<file path="src/rtl/arbitro_antirebote_if.sv">
// Button-side bundle of the shared debounce arbiter: raw levels in, press pulses,
// debounced levels and busy flag out.
interface arbitro_antirebote_if #(
  parameter int N_BTN = 4
);
  logic [N_BTN-1:0] btn_raw;
  logic [N_BTN-1:0] pulse;
  logic [N_BTN-1:0] btn_estable;
  logic             busy;

  modport master (output btn_raw, input pulse, input btn_estable, input busy);
  modport slave  (input btn_raw, output pulse, output btn_estable, output busy);
endinterface

</file>
<file path="src/rtl/arbitro_antirebote.sv">
// Time-shared debounce: one settling counter granted round-robin to changed buttons.
// Optional autorepeat of the last pressed button is enabled with `define AUTOREPEAT_EN.
module arbitro_antirebote #(
  parameter int N_BTN         = 4,
  parameter int DEB_CYCLES    = 16,
  parameter int CNT_W         = 5,
  parameter int REPEAT_CYCLES = 64
) (
  input  logic               clk,
  input  logic               rst_n,
  arbitro_antirebote_if.slave bus
);

  localparam int SEL_W = (N_BTN > 1) ? $clog2(N_BTN) : 1;

  if ((N_BTN < 2) || (N_BTN > 8) || (DEB_CYCLES < 2) ||
      ((1 << CNT_W) < DEB_CYCLES) || (REPEAT_CYCLES < 2)) begin : g_bad_params
    $error("arbitro_antirebote: illegal parameter combination");
  end

  typedef enum logic [1:0] {IDLE, SETTLE, COMMIT, ABORT} state_t;

  state_t           state, state_nxt;
  logic [N_BTN-1:0] sync1, sync2, req;
  logic [N_BTN-1:0] estable, estable_nxt;
  logic [N_BTN-1:0] pulse_r, pulse_nxt, rep_pulse;
  logic [SEL_W-1:0] sel, sel_nxt, sel_inc, rr_ptr, rr_nxt, grant_idx;
  logic             target, target_nxt, grant_found;
  logic [CNT_W-1:0] cnt, cnt_nxt;
  int               rr_idx;

  always_ff @(posedge clk or negedge rst_n) begin
    if (!rst_n) begin
      sync1 <= '0;
      sync2 <= '0;
    end else begin
      sync1 <= bus.btn_raw;
      sync2 <= sync1;
    end
  end

  assign req     = sync2 ^ estable;
  assign sel_inc = (sel == SEL_W'(N_BTN - 1)) ? '0 : sel + 1'b1;

  // First requesting button at or above rr_ptr, wrapping around.
  always_comb begin
    grant_found = 1'b0;
    grant_idx   = '0;
    rr_idx      = 0;
    for (int i = 0; i < N_BTN; i++) begin
      rr_idx = int'(rr_ptr) + i;
      if (rr_idx >= N_BTN) rr_idx = rr_idx - N_BTN;
      if (!grant_found && req[rr_idx]) begin
        grant_found = 1'b1;
        grant_idx   = SEL_W'(rr_idx);
      end
    end
  end

  always_comb begin
    state_nxt   = state;
    sel_nxt     = sel;
    target_nxt  = target;
    cnt_nxt     = cnt;
    estable_nxt = estable;
    pulse_nxt   = '0;
    rr_nxt      = rr_ptr;
    case (state)
      IDLE: begin
        if (grant_found) begin
          sel_nxt    = grant_idx;
          target_nxt = sync2[grant_idx];
          cnt_nxt    = '0;
          state_nxt  = SETTLE;
        end
      end
      SETTLE: begin
        if (sync2[sel] != target) begin
          state_nxt = ABORT;
          rr_nxt    = sel_inc;
        end else if (cnt == CNT_W'(DEB_CYCLES - 1)) begin
          // Outputs are registered on entry so they are valid during COMMIT.
          state_nxt        = COMMIT;
          estable_nxt[sel] = target;
          pulse_nxt[sel]   = target;
          rr_nxt           = sel_inc;
        end else begin
          cnt_nxt = cnt + 1'b1;
        end
      end
      COMMIT:  state_nxt = IDLE;
      ABORT:   state_nxt = IDLE;
      default: state_nxt = IDLE;
    endcase
  end

`ifdef AUTOREPEAT_EN
  localparam int REP_W = (REPEAT_CYCLES > 2) ? $clog2(REPEAT_CYCLES) : 1;

  logic             rep_en, rep_en_nxt;
  logic [SEL_W-1:0] rep_sel, rep_sel_nxt;
  logic [REP_W-1:0] rep_tmr, rep_tmr_nxt;

  // The COMMIT cycle counts toward the period so repeats land REPEAT_CYCLES apart.
  always_comb begin
    rep_en_nxt  = rep_en;
    rep_sel_nxt = rep_sel;
    rep_tmr_nxt = rep_tmr;
    rep_pulse   = '0;
    if ((state == SETTLE) && (state_nxt == COMMIT)) begin
      rep_tmr_nxt = '0;
      if (target) begin
        rep_en_nxt  = 1'b1;
        rep_sel_nxt = sel;
      end else if (sel == rep_sel) begin
        rep_en_nxt = 1'b0;
      end
    end else if (rep_en && estable[rep_sel] && (req == '0) &&
                 ((state == IDLE) || (state == COMMIT))) begin
      if (rep_tmr == REP_W'(REPEAT_CYCLES - 1)) begin
        rep_tmr_nxt        = '0;
        rep_pulse[rep_sel] = 1'b1;
      end else begin
        rep_tmr_nxt = rep_tmr + 1'b1;
      end
    end
  end

  always_ff @(posedge clk or negedge rst_n) begin
    if (!rst_n) begin
      rep_en  <= 1'b0;
      rep_sel <= '0;
      rep_tmr <= '0;
    end else begin
      rep_en  <= rep_en_nxt;
      rep_sel <= rep_sel_nxt;
      rep_tmr <= rep_tmr_nxt;
    end
  end
`else
  assign rep_pulse = '0;
`endif

  always_ff @(posedge clk or negedge rst_n) begin
    if (!rst_n) begin
      state   <= IDLE;
      sel     <= '0;
      target  <= 1'b0;
      cnt     <= '0;
      estable <= '0;
      pulse_r <= '0;
      rr_ptr  <= '0;
    end else begin
      state   <= state_nxt;
      sel     <= sel_nxt;
      target  <= target_nxt;
      cnt     <= cnt_nxt;
      estable <= estable_nxt;
      pulse_r <= pulse_nxt | rep_pulse;
      rr_ptr  <= rr_nxt;
    end
  end

  assign bus.pulse       = pulse_r;
  assign bus.btn_estable = estable;
  assign bus.busy        = (state != IDLE);

endmodule
</file>
<file path="src/flat_wrapper.sv">
// flat-port wrapper written by rule: the top's interface ports become plain ports
module arbitro_antirebote_flat 
#(
  parameter int N_BTN         = 4,
  parameter int DEB_CYCLES    = 16,
  parameter int CNT_W         = 5,
  parameter int REPEAT_CYCLES = 64
)
  (clk, rst_n, bus_btn_raw, bus_pulse, bus_btn_estable, bus_busy);
  arbitro_antirebote_if #(.N_BTN(N_BTN)) bus_i ();
  input  logic clk;
  input  logic rst_n;
  input wire logic [$bits(bus_i.btn_raw)-1:0] bus_btn_raw;
  output wire logic [$bits(bus_i.pulse)-1:0] bus_pulse;
  output wire logic [$bits(bus_i.btn_estable)-1:0] bus_btn_estable;
  output wire logic [$bits(bus_i.busy)-1:0] bus_busy;
  assign bus_i.btn_raw = bus_btn_raw;
  assign bus_pulse = bus_i.pulse;
  assign bus_btn_estable = bus_i.btn_estable;
  assign bus_busy = bus_i.busy;
  arbitro_antirebote #(.N_BTN(N_BTN), .DEB_CYCLES(DEB_CYCLES), .CNT_W(CNT_W), .REPEAT_CYCLES(REPEAT_CYCLES)) u_core (.clk(clk), .rst_n(rst_n), .bus(bus_i));
endmodule
</file>
<file path="config.mk">
export PLATFORM = sky130hd
export DESIGN_NAME = arbitro_antirebote_flat
export DESIGN_NICKNAME = d
export VERILOG_FILES = /design/src/rtl/arbitro_antirebote_if.sv /design/src/rtl/arbitro_antirebote.sv /design/src/flat_wrapper.sv
export SDC_FILE = /design/constraint.sdc
export NUM_CORES = 1
export LEC_CHECK = 0
export BUFFER_PORTS_ARGS = -buffer_cell sky130_fd_sc_hd__buf_2
export CAP_MARGIN = 20
export CELL_PAD_IN_SITES_DETAIL_PLACEMENT = 2
export CELL_PAD_IN_SITES_GLOBAL_PLACEMENT = 2
export CORE_ASPECT_RATIO = 0.5
export CORE_MARGIN = 4
export CORE_UTILIZATION = 33
export CTS_CLUSTER_SIZE = 12
export DETAILED_ROUTE_END_ITERATION = 7
export PLACE_DENSITY = 0.74
export SETUP_SLACK_MARGIN = 0.15
export SLEW_MARGIN = 20
export SYNTH_ARGS = -nofsm -noshare
export SYNTH_HDL_FRONTEND = slang
export SYNTH_SLANG_ARGS = --single-unit
export TNS_END_PERCENT = 1
</file>
<file path="constraint.sdc">
create_clock -name clk -period 2.3 [get_ports clk]
set_input_delay 0.345 -clock clk [delete_from_list [all_inputs] [get_ports clk]]
set_output_delay 0.345 -clock clk [all_outputs]
set_load 0.005 [all_outputs]
</file>
# After elaboration in Yosys (flattened, before gate mapping)
# Cells that the tools add are included.
# word_totals
reg_bits	28
out_inout_bits	9
# classes
addsub	9
magnitude_cmp	11
eq_ne	10
muxes	45
bitwise	3
n_reduce_logical	17
# op_table
operator	n
$lt 32x4->1 const B	4
$mux 32	4
$ge 32x4->1 const B	3
$sub 32x4->32 const B	3
$mux 2	10
$mux 1	15
$mux 5	3
$bmux 1 s2	6
$mux 4	3
$pmux 5 s2	1
$add 2x2->3 const B	2
$eq 2x2->1 const B	3
$lt 2x3->1 const B	2
$pmux 2 s3	1
$reduce_and 2->1	3
$reduce_bool 2->1	3
$add 5x1->5 const B	1
$eq 5x4->1 const B	1
$and 4x4->4	1
$bwmux 4	1
$logic_and 1x1->1	4
$ne 2x2->1 const B	2
$reduce_and 4->1	1
$sub 2x3->4 const B	1
15 further kinds	17

# Logic depth before layout (Yosys ltp)
# depth
word_depth	17
depth_mapped	8
ltp_nobuf	8

# Least setup slack after synthesis
# Ideal clock, no wire load.
# synth_timing
path_kind	register to register
from	register u_core.sel[0]
to	register u_core.cnt[3]
setup_time_ps	78
arrival_ps	2188
required_time_ps	2222
setup_slack_ps	34
stages_incl_launch_ff	7
path_buffers	0
period_less_slack_ps	2266
cell_sequence	dfrtp_1 > mux4_2 > xnor2_2 > a21boi_2 > or3_4 > or3_1 > a21boi_1
# synth_between
elab_chain_len	5
# synth_lines
element	line	text
from (decl)	arbitro_antirebote.sv:27	logic [SEL_W-1:0] sel, sel_nxt, sel_inc, rr_ptr, rr_nxt, grant_idx;
from (signal assigned)	arbitro_antirebote.sv:155	sel <= sel_nxt;
$bmux 1 s2	arbitro_antirebote.sv:78	if (sync2[sel] != target) begin
$mux 1 (not written as such)	arbitro_antirebote.sv:78	
$ne 1x1->1	arbitro_antirebote.sv:78	
$ne 2x2->1 (no line)	n/a	
$reduce_and 4->1 (no line)	n/a	
to (signal assigned)	arbitro_antirebote.sv:157	cnt <= cnt_nxt;
to (decl)	arbitro_antirebote.sv:29	logic [CNT_W-1:0] cnt, cnt_nxt;
# Every way passes these cells. The select of a mux whose other input is x is not followed.
# A chain may end at the register's enable or synchronous reset.

# Worst setup path after layout
# Ends and elaborated chain as after synthesis.

==> results.py <==
metrics = {
    "critical_path": {
        "worstPathRequired_ps": 2510,
        "start_kind": "flop",
        "arrival_ps": 2300,
        "r2r_cells": 6,
        "cp-endpoint": "u_core.cnt[3]",
        "crit-reg2reg-capture": "u_core.cnt[3]",
        "crit_type": "reg2reg",
        "rrSetupSlack_ps": 220,
        "critPathLaunch": "u_core.sel[0]",
        "worstSetupEndpointType": "flop",
        "rr_startpoint": "u_core.sel[0]",
        "cp_max_fo": 5,
    },
    "routing": {
        "drt-wirelength-per-cell_um": 16.2,
        "remaining_drc_errors": 0,
        "drt-initial-drc-count": 23,
        "dr.pass1.iters": 4,
        "antenna_left": 0,
        "vias_per_cell": 5.03,
        "via_count": 1027,
        "drt-total-wl_mm": 3.30,
    },
    "global_routing": {
        "grt_pass1_wl_mm": 5.51,
        "grt_pass1_vias": 1125,
        "grt_max_degree": 29,
        "grt.total_usage_pct": 13.7,
        "antenna_found_initial": 0,
        "overflow": 0,
    },
    "cells_and_area": {
        "drive_above_1_share_pct": 27.3,
        "syn_to_final_growth_pct": 20.4,
        "nNetsFinal": 163,
        "antenna_cells": 0,
        "postLayoutCoreUtil_pct": 41.3,
        "nFillCells": 433,
        "final_cells": 204,
    },
    "yosys": {
        "synth-edff-count": 0,
        "synth_cells": 122,
        "yosys.area_share.simple_pct": 17.7,
        "synth_area_leaders": "dfrtp_1 52%, ha_1 5.6%, a21oi_1 3.0%, nand2_1 2.8%, xor2_1 2.6%",
        "postSynthAreaPerCell_um2": 11.0,
        "synthFlopType": "dfrtp_1",
        "netlist_area_um2": 1340,
        "synthMuxAreaShare_pct": 4.95,
        "synth_top_area_share_pct": 52.3,
        "synthArstFlopShare_pct": 100,
        "ys_seq_area_share_pct": 52.3,
        "syn_nets": 134,
        "ys_ff_latch": 28,
        "synth-xor-area-share_pct": 5.14,
        "synth-adder-area-share_pct": 5.60,
        "yosys_warnings": 0,
        "synth_top_family_by_area": "simple AND/OR/NAND/NOR gates",
        "yosys.area.top_type": "dfrtp_1",
        "ys_types": 37,
        "synth_compound_area_share_pct": 12.0,
    },
    "sta": {
        "fin_setup_tns_ps": 0,
        "maxSlewViolCount": 0,
        "hold_viol": 0,
        "rsz0062_at_grt": "false",
        "max_freq_mhz": 480,
        "period_minus_slack_ps": 2080,
        "worstMarginPinSlew_ps": 635,
        "fin_crit_sh_pct": 90.6,
        "setup_viol": 0,
        "relSlewSlack_pct": 57.7,
        "skew_ps": 5.26,
    },
    "clock_network": {
        "cts_buffers": 3,
        "cts_tree": "yes",
        "cts_htree_levels": 1,
        "cts_hold_buf": 0,
        "clock_latency_ps": 280,
        "clockBufferDepth": 2,
        "clk_pin_slew_ps": 100,
        "root_buffer": "clkbuf_8",
        "clock_sinks": 28,
    },
    "placement": {
        "gp_congestion": 0.798,
        "dpl.cell_count": 193,
        "hpwl_mm": 2.37,
        "numPortBuffers": 14,
    },
    "power_and_ir_drop": {
        "intPower_mw": 1.09,
        "power_density_nw_per_um2": 1050,
        "p_leak_nw": 0.769,
        "p_comb_share_pct": 42.1,
        "max-vdd-ir-drop_mv": 0.256,
        "swShare_pct": 35.7,
        "seqPwrFrac_pct": 39.7,
        "switchingPower_mw": 0.608,
        "pwr-share-clk_pct": 18.2,
    },
    "die": {
        "die_y_um": 53.1,
        "num_rows": 16,
        "design.die.area_um2": 5210,
        "die_w_um": 98.1,
        "start_util_pct": 34.3,
        "ios": 15,
        "core-area_um2": 3900,
    },
    "status": {
        "outcome": "finished clean",
    },
    "job": {
        "max_cap_viol_count": 0,
    },
    "min_path": {
        "hp-class": "in2async",
    },
}
## registers in the layout (all words and copies together) (netlist names)
name                    flops
u_core.cnt                  5
u_core.bus.btn_estable      4
u_core.bus.pulse            4
u_core.sync1                4
u_core.sync2                4
u_core.rr_ptr               2
u_core.sel                  2
u_core.state                2
u_core.target               1
## cell usage after synthesis (2+ instances only)
library cell / count
and2_1: 5
dfrtp_1: 28
nand3_1: 3
a21oi_1: 8
nand4b_1: 2
a31oi_1: 4
nor2_1: 8
nand3b_1: 4
ha_1: 6
mux2_2: 3
xor2_1: 4
xnor2_1: 2
nand2_1: 10
o21ai_0: 6
inv_1: 7
## logic make-up (layout without fill, tap and decap cells)
family,Yosys count,count (layout)
adder cells (fa/ha/maj),6,6
buffers and inverters,8,36
XOR/XNOR,7,7
AND/OR/NAND/NOR,42,42
flip-flops,28,28
AO/OA/AOI/OAI,26,26
multiplexers,5,5
## how the worst min path moves through the flow
| stage | start | endpoint | slack [ps] | cells after the start |
|---|---|---|---|---|
| finish | rst_n | u_core.cnt[1] | 70 | 1 |
| global route | rst_n | u_core.cnt[1] | 120 | 1 |
| CTS | rst_n | u_core.cnt[1] | 100 | 1 |
| detailed placement | u_core.sync1[2] | u_core.sync2[2] | 340 | 0 |
| global placement | u_core.sync1[1] | u_core.sync2[1] | 330 | 0 |
| floorplan | rst_n | u_core.bus.btn_estable[0] | 50 | 0 |
## worst max-delay path: stages, from the launching register on
cell and delay (ps):
dfrtp_1 380, mux4_2 560, xnor2_2 210, a21boi_2 80, or3_4 350, or3_1 320, a21boi_1 120
## power groups by stage
stage	Clock [mW]	Combinational, mW	Sequential [mW]
finish	0.310	0.716	0.676
CTS	0.325	0.672	0.678
detailed placement	0	0.639	0.688
global placement	0	0.613	0.687
floorplan	0	0.439	0.666
global route	0.345	0.800	0.690
## layout by cell type, fill, tap and decap left out, types with 2 or more instances in the layout
| cell | instances |
|---|---|
| dfrtp_1 | 28 |
| buf_2 | 14 |
| buf_4 | 11 |
| nand2_1 | 10 |
| a21oi_1 | 8 |
| inv_1 | 7 |
| nor2_1 | 7 |
| o21ai_0 | 6 |
| ha_1 | 6 |
| and2_1 | 5 |
| xor2_1 | 4 |
| a31oi_1 | 4 |
| nand3b_1 | 4 |
| clkbuf_8 | 4 |
| mux2_2 | 3 |
| nand3_1 | 3 |
| xnor2_1 | 2 |
| nand4b_1 | 2 |
## layout make-up
class / instances / area, um^2 / area share [%]
clock buffer: 4 / 55.1 / 3.41
inverter: 7 / 26.3 / 1.63
multi-input combinational: 86 / 612 / 37.9
sequential: 28 / 701 / 43.4
tap: 54 / 67.6 / 4.19
timing repair buffer: 25 / 153 / 9.46
## timing repair
action | in CTS | in global routing
buffers inserted | 3 | 4
pin swaps | 1 | 2
gates resized for setup | 0 | 1
setup endpoints to repair | 2 | 2
## metrics by stage
| stage | area [um^2] | hold WS (ps) | worst slack, ps | power (mW) |
|---|---|---|---|---|
| finish | 1610 | 70.7 | 217 | 1.70 |
| global route | 1610 | 116 | 132 | 1.83 |
| CTS | 1580 | 95.9 | 159 | 1.67 |
| detailed placement | 1500 | 342 | 88.7 | 1.33 |
| global placement | 1500 | 335 | 148 | 1.30 |
| floorplan | 1340 | 49.4 | 48.5 | 1.11 |
## routing by layer
metal | share of wire [%] | GRT usage, %
met5 | 0 | 0
met4 | 0.88 | 2.76
met3 | 2.6 | 3.16
met2 | 50 | 25.6
met1 | 46 | 16.6
No activity file was read; power rests on OpenSTA's default activity.
